==> config.mk <==
export PLATFORM = sky130hd
export DESIGN_NAME = ascon_serial_sequencer
export DESIGN_NICKNAME = d
export VERILOG_FILES = /design/src/rtl/ascon_seq_pkg.sv /design/src/rtl/ascon_seq_shifter.sv /design/src/rtl/ascon_serial_sequencer.sv
export SDC_FILE = /design/constraint.sdc
export NUM_CORES = 2
export LEC_CHECK = 0
export BUFFER_PORTS_ARGS = -buffer_cell sky130_fd_sc_hd__buf_2
export CELL_PAD_IN_SITES_DETAIL_PLACEMENT = 1
export CELL_PAD_IN_SITES_GLOBAL_PLACEMENT = 1
export CORE_MARGIN = 2
export CORE_UTILIZATION = 43
export DETAILED_ROUTE_END_ITERATION = 8
export PLACE_DENSITY_LB_ADDON = 0.1
export REMOVE_ABC_BUFFERS = 1
export SYNTH_ARGS = -nofsm -noshare
export SYNTH_HDL_FRONTEND = slang
export SYNTH_SLANG_ARGS = --single-unit
==> constraint.sdc <==
create_clock -name clk -period 6.02 [get_ports clk]
set_clock_uncertainty 0.05 [all_clocks]
set_input_delay 0.301 -clock clk [delete_from_list [all_inputs] [get_ports clk]]
set_output_delay 0.301 -clock clk [all_outputs]
set_load 0.02 [all_outputs]
==> src/rtl/ascon_seq_pkg.sv <==
// Shared types and default geometry for the serial Ascon sequencer.
package ascon_seq_pkg;

  localparam int K_DEF        = 128;
  localparam int Y_DEF        = 104;
  localparam int L_DEF        = 40;
  localparam int NT_W         = 128;
  localparam int MAX_DEF      = 128;
  localparam int CRST_DEF     = 2;
  localparam int START_DEF    = 3;
  localparam int RDELAY_DEF   = 2;
  localparam int TIMEOUT_DEF  = 4096;

  typedef enum logic [2:0] {
    IDLE,
    CRST,
    LOAD,
    START,
    WAIT,
    GAP,
    READ,
    RESP
  } seq_state_e;

  function automatic int max3(input int a, input int b, input int c);
    int m;
    m = (a > b) ? a : b;
    return (m > c) ? m : c;
  endfunction

endpackage

==> src/rtl/ascon_seq_shifter.sv <==
// Parallel-load, MSB-first shift register; zeros enter at the LSB so the
// serial output reads 0 once the operand has been fully shifted out.
module ascon_seq_shifter #(
  parameter int W = 8
) (
  input  logic         clk,
  input  logic         rst_n,
  input  logic         load,
  input  logic [W-1:0] load_data,
  input  logic         shift,
  output logic         bit_out
);

  logic [W-1:0] sreg;

  // Operand register: load takes priority over shift.
  always_ff @(posedge clk or negedge rst_n) begin
    if (!rst_n) begin
      sreg <= '0;
    end else if (load) begin
      sreg <= load_data;
    end else if (shift) begin
      sreg <= {sreg[W-2:0], 1'b0};
    end else begin
      sreg <= sreg;
    end
  end

  assign bit_out = sreg[W-1];

endmodule

==> src/rtl/ascon_serial_sequencer.sv <==
// One-shot AEAD job controller: resets the bit-serial Ascon core, streams
// operands in, starts it, waits for ready, and collects data/tag serially.
module ascon_serial_sequencer
  import ascon_seq_pkg::*;
#(
  parameter int K            = K_DEF,
  parameter int Y            = Y_DEF,
  parameter int L            = L_DEF,
  parameter int CRST_CYCLES  = CRST_DEF,
  parameter int START_CYCLES = START_DEF,
  parameter int READ_DELAY   = RDELAY_DEF,
  parameter int TIMEOUT      = TIMEOUT_DEF
) (
  input  logic           clk,
  input  logic           rst_n,
  input  logic           req_valid,
  output logic           req_ready,
  input  logic           req_decrypt,
  input  logic [K-1:0]   req_key,
  input  logic [127:0]   req_nonce,
  input  logic [L-1:0]   req_ad,
  input  logic [Y-1:0]   req_data,
  output logic           rsp_valid,
  input  logic           rsp_ready,
  output logic [Y-1:0]   rsp_data,
  output logic [127:0]   rsp_tag,
  output logic           rsp_timeout,
  output logic           busy,
  output logic           core_rst,
  output logic           core_key_si,
  output logic           core_nonce_si,
  output logic           core_ad_si,
  output logic           core_data_si,
  output logic           core_start_si,
  output logic           core_decrypt,
  input  logic           core_data_so,
  input  logic           core_tag_so,
  input  logic           core_ready_so
);

  localparam int MAX   = max3(K, Y, L);
  localparam int CTR_W = $clog2((MAX > TIMEOUT) ? MAX : TIMEOUT);
  localparam int IDX_W = $clog2(MAX);

  seq_state_e       state, state_next;
  logic [CTR_W-1:0] ctr, ctr_next;
  logic             accept;
  logic             shift_en;
  logic             set_timeout;
  logic             load_active;
  logic             key_bit, nonce_bit, ad_bit, data_bit;
  logic [IDX_W-1:0] idx;

  assign accept   = (state == IDLE) && req_valid;
  assign shift_en = (state == LOAD);
  assign idx      = ctr[IDX_W-1:0];

  // Next-state and phase counter; every phase leaves on its terminal count.
  always_comb begin
    state_next  = state;
    ctr_next    = ctr;
    set_timeout = 1'b0;
    case (state)
      IDLE: begin
        if (req_valid) begin
          state_next = CRST;
          ctr_next   = '0;
        end else begin
          state_next = IDLE;
        end
      end
      CRST: begin
        if (ctr == CTR_W'(CRST_CYCLES - 1)) begin
          state_next = LOAD;
          ctr_next   = '0;
        end else begin
          ctr_next = ctr + CTR_W'(1);
        end
      end
      LOAD: begin
        if (ctr == CTR_W'(MAX - 1)) begin
          state_next = START;
          ctr_next   = '0;
        end else begin
          ctr_next = ctr + CTR_W'(1);
        end
      end
      START: begin
        if (ctr == CTR_W'(START_CYCLES - 1)) begin
          state_next = WAIT;
          ctr_next   = '0;
        end else begin
          ctr_next = ctr + CTR_W'(1);
        end
      end
      WAIT: begin
        if (core_ready_so) begin
          state_next = GAP;
          ctr_next   = '0;
        end else if (ctr == CTR_W'(TIMEOUT - 1)) begin
          state_next  = RESP;
          ctr_next    = '0;
          set_timeout = 1'b1;
        end else begin
          ctr_next = ctr + CTR_W'(1);
        end
      end
      GAP: begin
        if (ctr == CTR_W'(READ_DELAY - 1)) begin
          state_next = READ;
          ctr_next   = '0;
        end else begin
          ctr_next = ctr + CTR_W'(1);
        end
      end
      READ: begin
        if (ctr == CTR_W'(MAX - 1)) begin
          state_next = RESP;
          ctr_next   = '0;
        end else begin
          ctr_next = ctr + CTR_W'(1);
        end
      end
      RESP: begin
        if (rsp_ready) begin
          state_next = IDLE;
        end else begin
          state_next = RESP;
        end
      end
      default: begin
        state_next = IDLE;
        ctr_next   = '0;
      end
    endcase
  end

  // State and counter registers.
  always_ff @(posedge clk or negedge rst_n) begin
    if (!rst_n) begin
      state <= IDLE;
      ctr   <= '0;
    end else begin
      state <= state_next;
      ctr   <= ctr_next;
    end
  end

  // Control outputs registered from the next state so they line up with it.
  always_ff @(posedge clk or negedge rst_n) begin
    if (!rst_n) begin
      req_ready     <= 1'b1;
      busy          <= 1'b0;
      rsp_valid     <= 1'b0;
      core_rst      <= 1'b0;
      core_start_si <= 1'b0;
      load_active   <= 1'b0;
    end else begin
      req_ready     <= (state_next == IDLE);
      busy          <= (state_next != IDLE);
      rsp_valid     <= (state_next == RESP);
      core_rst      <= (state_next == CRST);
      core_start_si <= (state_next == START);
      load_active   <= (state_next == LOAD);
    end
  end

  // Response capture; results persist through RESP and clear on the next accept.
  always_ff @(posedge clk or negedge rst_n) begin
    if (!rst_n) begin
      rsp_data     <= '0;
      rsp_tag      <= '0;
      rsp_timeout  <= 1'b0;
      core_decrypt <= 1'b0;
    end else if (accept) begin
      rsp_data     <= '0;
      rsp_tag      <= '0;
      rsp_timeout  <= 1'b0;
      core_decrypt <= req_decrypt;
    end else if (state == READ) begin
      if (ctr < CTR_W'(Y)) begin
        rsp_data[idx] <= core_data_so;
      end else begin
        rsp_data <= rsp_data;
      end
      rsp_tag[idx] <= core_tag_so;
    end else if (set_timeout) begin
      rsp_timeout <= 1'b1;
    end else begin
      rsp_timeout <= rsp_timeout;
    end
  end

  ascon_seq_shifter #(.W(K)) u_key (
    .clk(clk), .rst_n(rst_n), .load(accept), .load_data(req_key),
    .shift(shift_en), .bit_out(key_bit)
  );

  ascon_seq_shifter #(.W(128)) u_nonce (
    .clk(clk), .rst_n(rst_n), .load(accept), .load_data(req_nonce),
    .shift(shift_en), .bit_out(nonce_bit)
  );

  ascon_seq_shifter #(.W(L)) u_ad (
    .clk(clk), .rst_n(rst_n), .load(accept), .load_data(req_ad),
    .shift(shift_en), .bit_out(ad_bit)
  );

  ascon_seq_shifter #(.W(Y)) u_data (
    .clk(clk), .rst_n(rst_n), .load(accept), .load_data(req_data),
    .shift(shift_en), .bit_out(data_bit)
  );

  // Serial pins are forced low outside LOAD so START and idle hold them at 0.
  assign core_key_si   = load_active & key_bit;
  assign core_nonce_si = load_active & nonce_bit;
  assign core_ad_si    = load_active & ad_bit;
  assign core_data_si  = load_active & data_bit;

endmodule

==> results.sh <==
export IMPL_period_minus_slack_ns=3.52
export IMPL_ys_flop_type="dfrtp_1"
export IMPL_synth_seq_cells=655
export IMPL_fill_cells=7960
export IMPL_avgSynthCellArea_sq_um=8.45
export IMPL_holdPathStages=4
export IMPL_internal_power_mw=10.2
export IMPL_core_sq_um=67400
export IMPL_worst_ep_arrival_time_ns=4.00
export IMPL_p_leak_nw=19.2
export IMPL_r2r_cells=7
export IMPL_critical_path_peak_fanout=15
export IMPL_drc=0
export IMPL_synth_edf_count=0
export IMPL_layout_cells_non_filler=5329
export IMPL_wl_um=132000
export IMPL_ys_warn_count=0
export IMPL_comb_power_share_pct=29.0
export IMPL_worstSetupPathType="reg -> reg"
export IMPL_die_h_um=266
export IMPL_dpl_cell_count=4752
export IMPL_total_power_mw=16.1
export IMPL_io_pins=651
export IMPL_hold_viol=0
export IMPL_cts_setup_buffers=0
export IMPL_clk_latency_ns=0.63
export IMPL_r2r_slack_ns=2.50
export IMPL_synthesis_area_sq_um=29400
export IMPL_status="finished, final reports clean"
export IMPL_syn2layout_area_growth_pct=35.1
export IMPL_dp_hpwl_um=71800
export IMPL_viasPerCell=5.89
export IMPL_path_clk_slew_ns=0.06
export IMPL_power_density_nw_per_um2=404
export IMPL_cts_sinks=655
export IMPL_synth_top_area_share_pct=55.6
export IMPL_port_buffers=650
export IMPL_p_seq_share_pct=42.0
export IMPL_end_kind="flip-flop"
export IMPL_nNetsFinal=4773
export IMPL_tightest_slew_ns=1.27
export IMPL_reg2reg_to="rsp_data[98]"
export IMPL_hold_buffers=402
export IMPL_swShare_pct=36.8
export IMPL_slowest_stage="nor3_1"
export IMPL_worstHoldStart="core_ready_so"
export IMPL_die_area_sq_um=70500
export IMPL_async_flop_share_pct=100
export IMPL_final_antenna_net_count=0
export IMPL_drive_gt1_share_pct=18.6
export IMPL_grt_overflow_total=0
export IMPL_yosysTopAreaCell="dfrtp_1"
export IMPL_grt_antenna_before_repair=43
export IMPL_grt_max_degree=242
export IMPL_clk_path_buf_depth=3
export IMPL_worstHoldEndpoint="rsp_timeout"
export IMPL_drt_iter0_drc=3135
export IMPL_cap_viol_max_count=0
export IMPL_dpl_worst_slack_ns=2.62
export IMPL_rsz0062_at_grt="no"
export IMPL_routedWlPerCell_um=24.8
export IMPL_synth_cell_types=45
export IMPL_cts_tree="yes"
export IMPL_power_switching_mw=5.91
export IMPL_rows=95
export IMPL_drt_first_pass_iters=6
export IMPL_grt_pass1_wl_um=199000
export IMPL_setup_slack_ns=2.50
export IMPL_startpoint_type="flip-flop"
export IMPL_grt_pass1_vias=33500
export IMPL_place_congestion=0.836
export IMPL_required_ns=6.50
export IMPL_postSynthCellCount=3483
export IMPL_htreeDepth=3
export IMPL_slew_headroom_pct=14.9
export IMPL_cts_root_buffer_cell="clkbuf_16"
export IMPL_hold_path_class="in -> reg"
export IMPL_start_util_pct=43.6
export IMPL_slew_violations=0
export IMPL_reg2reg_from="state[0]"
export IMPL_finalCritPeriodShare_pct=58.4
export IMPL_vias=31400
export IMPL_cts_resized=0
export IMPL_ys_top_cells_by_area="dfrtp_1 56%, nand2_1 13%, a31oi_1 8.4%"
export IMPL_grt_usage_pct=36.3
export IMPL_slowest_delay_ns=0.79
export IMPL_max_freq_mhz=284
export IMPL_die_w_um=266
export IMPL_path_cells="inv_1, ha_1, nand2_1, a2111o_1, nor3_1, nand3_1, a21oi_1"
export IMPL_ir_drop_uv=286
export IMPL_ys_seq_area_share_pct=55.7
export IMPL_setup_viol=0
export IMPL_clkPwrFrac_pct=29.0
export IMPL_numCtsBuffers=74
[how the worst max path moves through the flow]
stage,slack (ns),endpoint,startpoint
floorplan,-8.02,u_ad.sreg[10],state[0]
global placement,2.80,rsp_data[102],state[0]
detailed placement,2.62,rsp_data[98],state[0]
CTS,2.61,rsp_data[98],state[0]
global route,2.29,rsp_data[98],state[0]
finish,2.50,rsp_data[98],state[0]
[cells in the mapped netlist (11+ instances only)]
| cell | n |
|---|---|
| nand3_1 | 234 |
| a21oi_1 | 121 |
| inv_1 | 11 |
| dfrtp_1 | 654 |
| a31oi_1 | 397 |
| nand2_1 | 986 |
| nor2_1 | 448 |
| clkbuf_1 | 278 |
| o21ai_0 | 115 |
| nor3_1 | 12 |
| o211ai_1 | 119 |
[flip-flops by register name, summed over array words and instances (netlist names), 3 cells and up]
register / count
u_nonce.sreg: 128
state: 3
u_data.sreg: 104
u_key.sreg: 128
ctr: 12
rsp_data: 104
rsp_tag: 128
u_ad.sreg: 40
[final cells by class]
type,instances,area [sq um],area share (%)
multi-input combinational,2527,12000,30.1
clock inverter,11,119,0.299
clock buffer,118,2300,5.79
tap,873,1090,2.75
sequential,655,16400,41.2
inverter,13,48.8,0.123
antenna,46,115,0.290
timing repair buffer,1086,7690,19.4
[power groups by stage]
stage               Clock, mW  Sequential, mW  Combinational (mW)
floorplan                   0            6.47                3.74
global placement            0            6.55                3.95
detailed placement          0            6.60                4.05
CTS                      4.64            6.54                4.32
global route             4.86            6.85                5.16
finish                   4.66            6.74                4.66
[logic make-up (layout without fill, tap and decap cells)]
logic type	count (synthesis)	after routing	synth area share, %
buffers and inverters	301	1228	3.90
AND/OR/NAND/NOR	1738	1738	23.8
flip-flops	655	655	55.7
multiplexers	3	3	0.102
other	0	46	0
AO/OA/AOI/OAI	778	778	16.1
adder cells (fa/ha/maj)	8	8	0.340
[stage by stage]
stage               hold WS, ns   TNS, ns  utilization (%)  area [sq um]
floorplan               -0.0446  -3594.57                -         28300
global placement          0.416         0             49.2         33200
detailed placement        0.417         0             49.2         33200
CTS                      0.0781         0             58.8         39600
global route              0.133         0             58.9         39700
finish                    0.124         0             59.0         39700
[critical path: cells and delay by family, from the launching register on]
family,cells,cell delay (ns)
flops,1,0.45
compound gates,2,0.93
fa+ha+maj,1,0.39
simple gates,3,1.47
buf+inv,1,0.13
[layer usage]
metal	vias up	part of all wire, %	GRT usage [%]
li1	13700	-	-
met1	15700	38	43.2
met2	1483	48	60.0
met3	490	7.3	8.15
met4	10	6.8	22.2
met5	-	0.050	0
[cell usage in the layout (no fill, tap or decap), types with 3 or more instances in the layout]
cell             n
nor2b_1          4
ha_1             8
a21oi_1        121
o21ai_1          9
clkbuf_16       78
clkinv_2         7
nand2b_1         5
mux2i_1          3
nand2_1        986
a31oi_1        397
nand4_1          8
or4_4            4
dfrtp_1        654
o21ai_0        114
and3_1           9
nor3_4           3
o211ai_1       119
buf_2          648
or3_1            9
a21o_1           3
dlygate4sd3_1  402
clkbuf_1        20
nor2_2           6
buf_4           23
nor3_1           6
clkbuf_8        20
buf_12          12
nor3_2           3
diode_2         46
nor2_1         441
nand3_1        234
inv_1           11
and2_1           9
No activity file was read; power rests on OpenSTA's default activity.
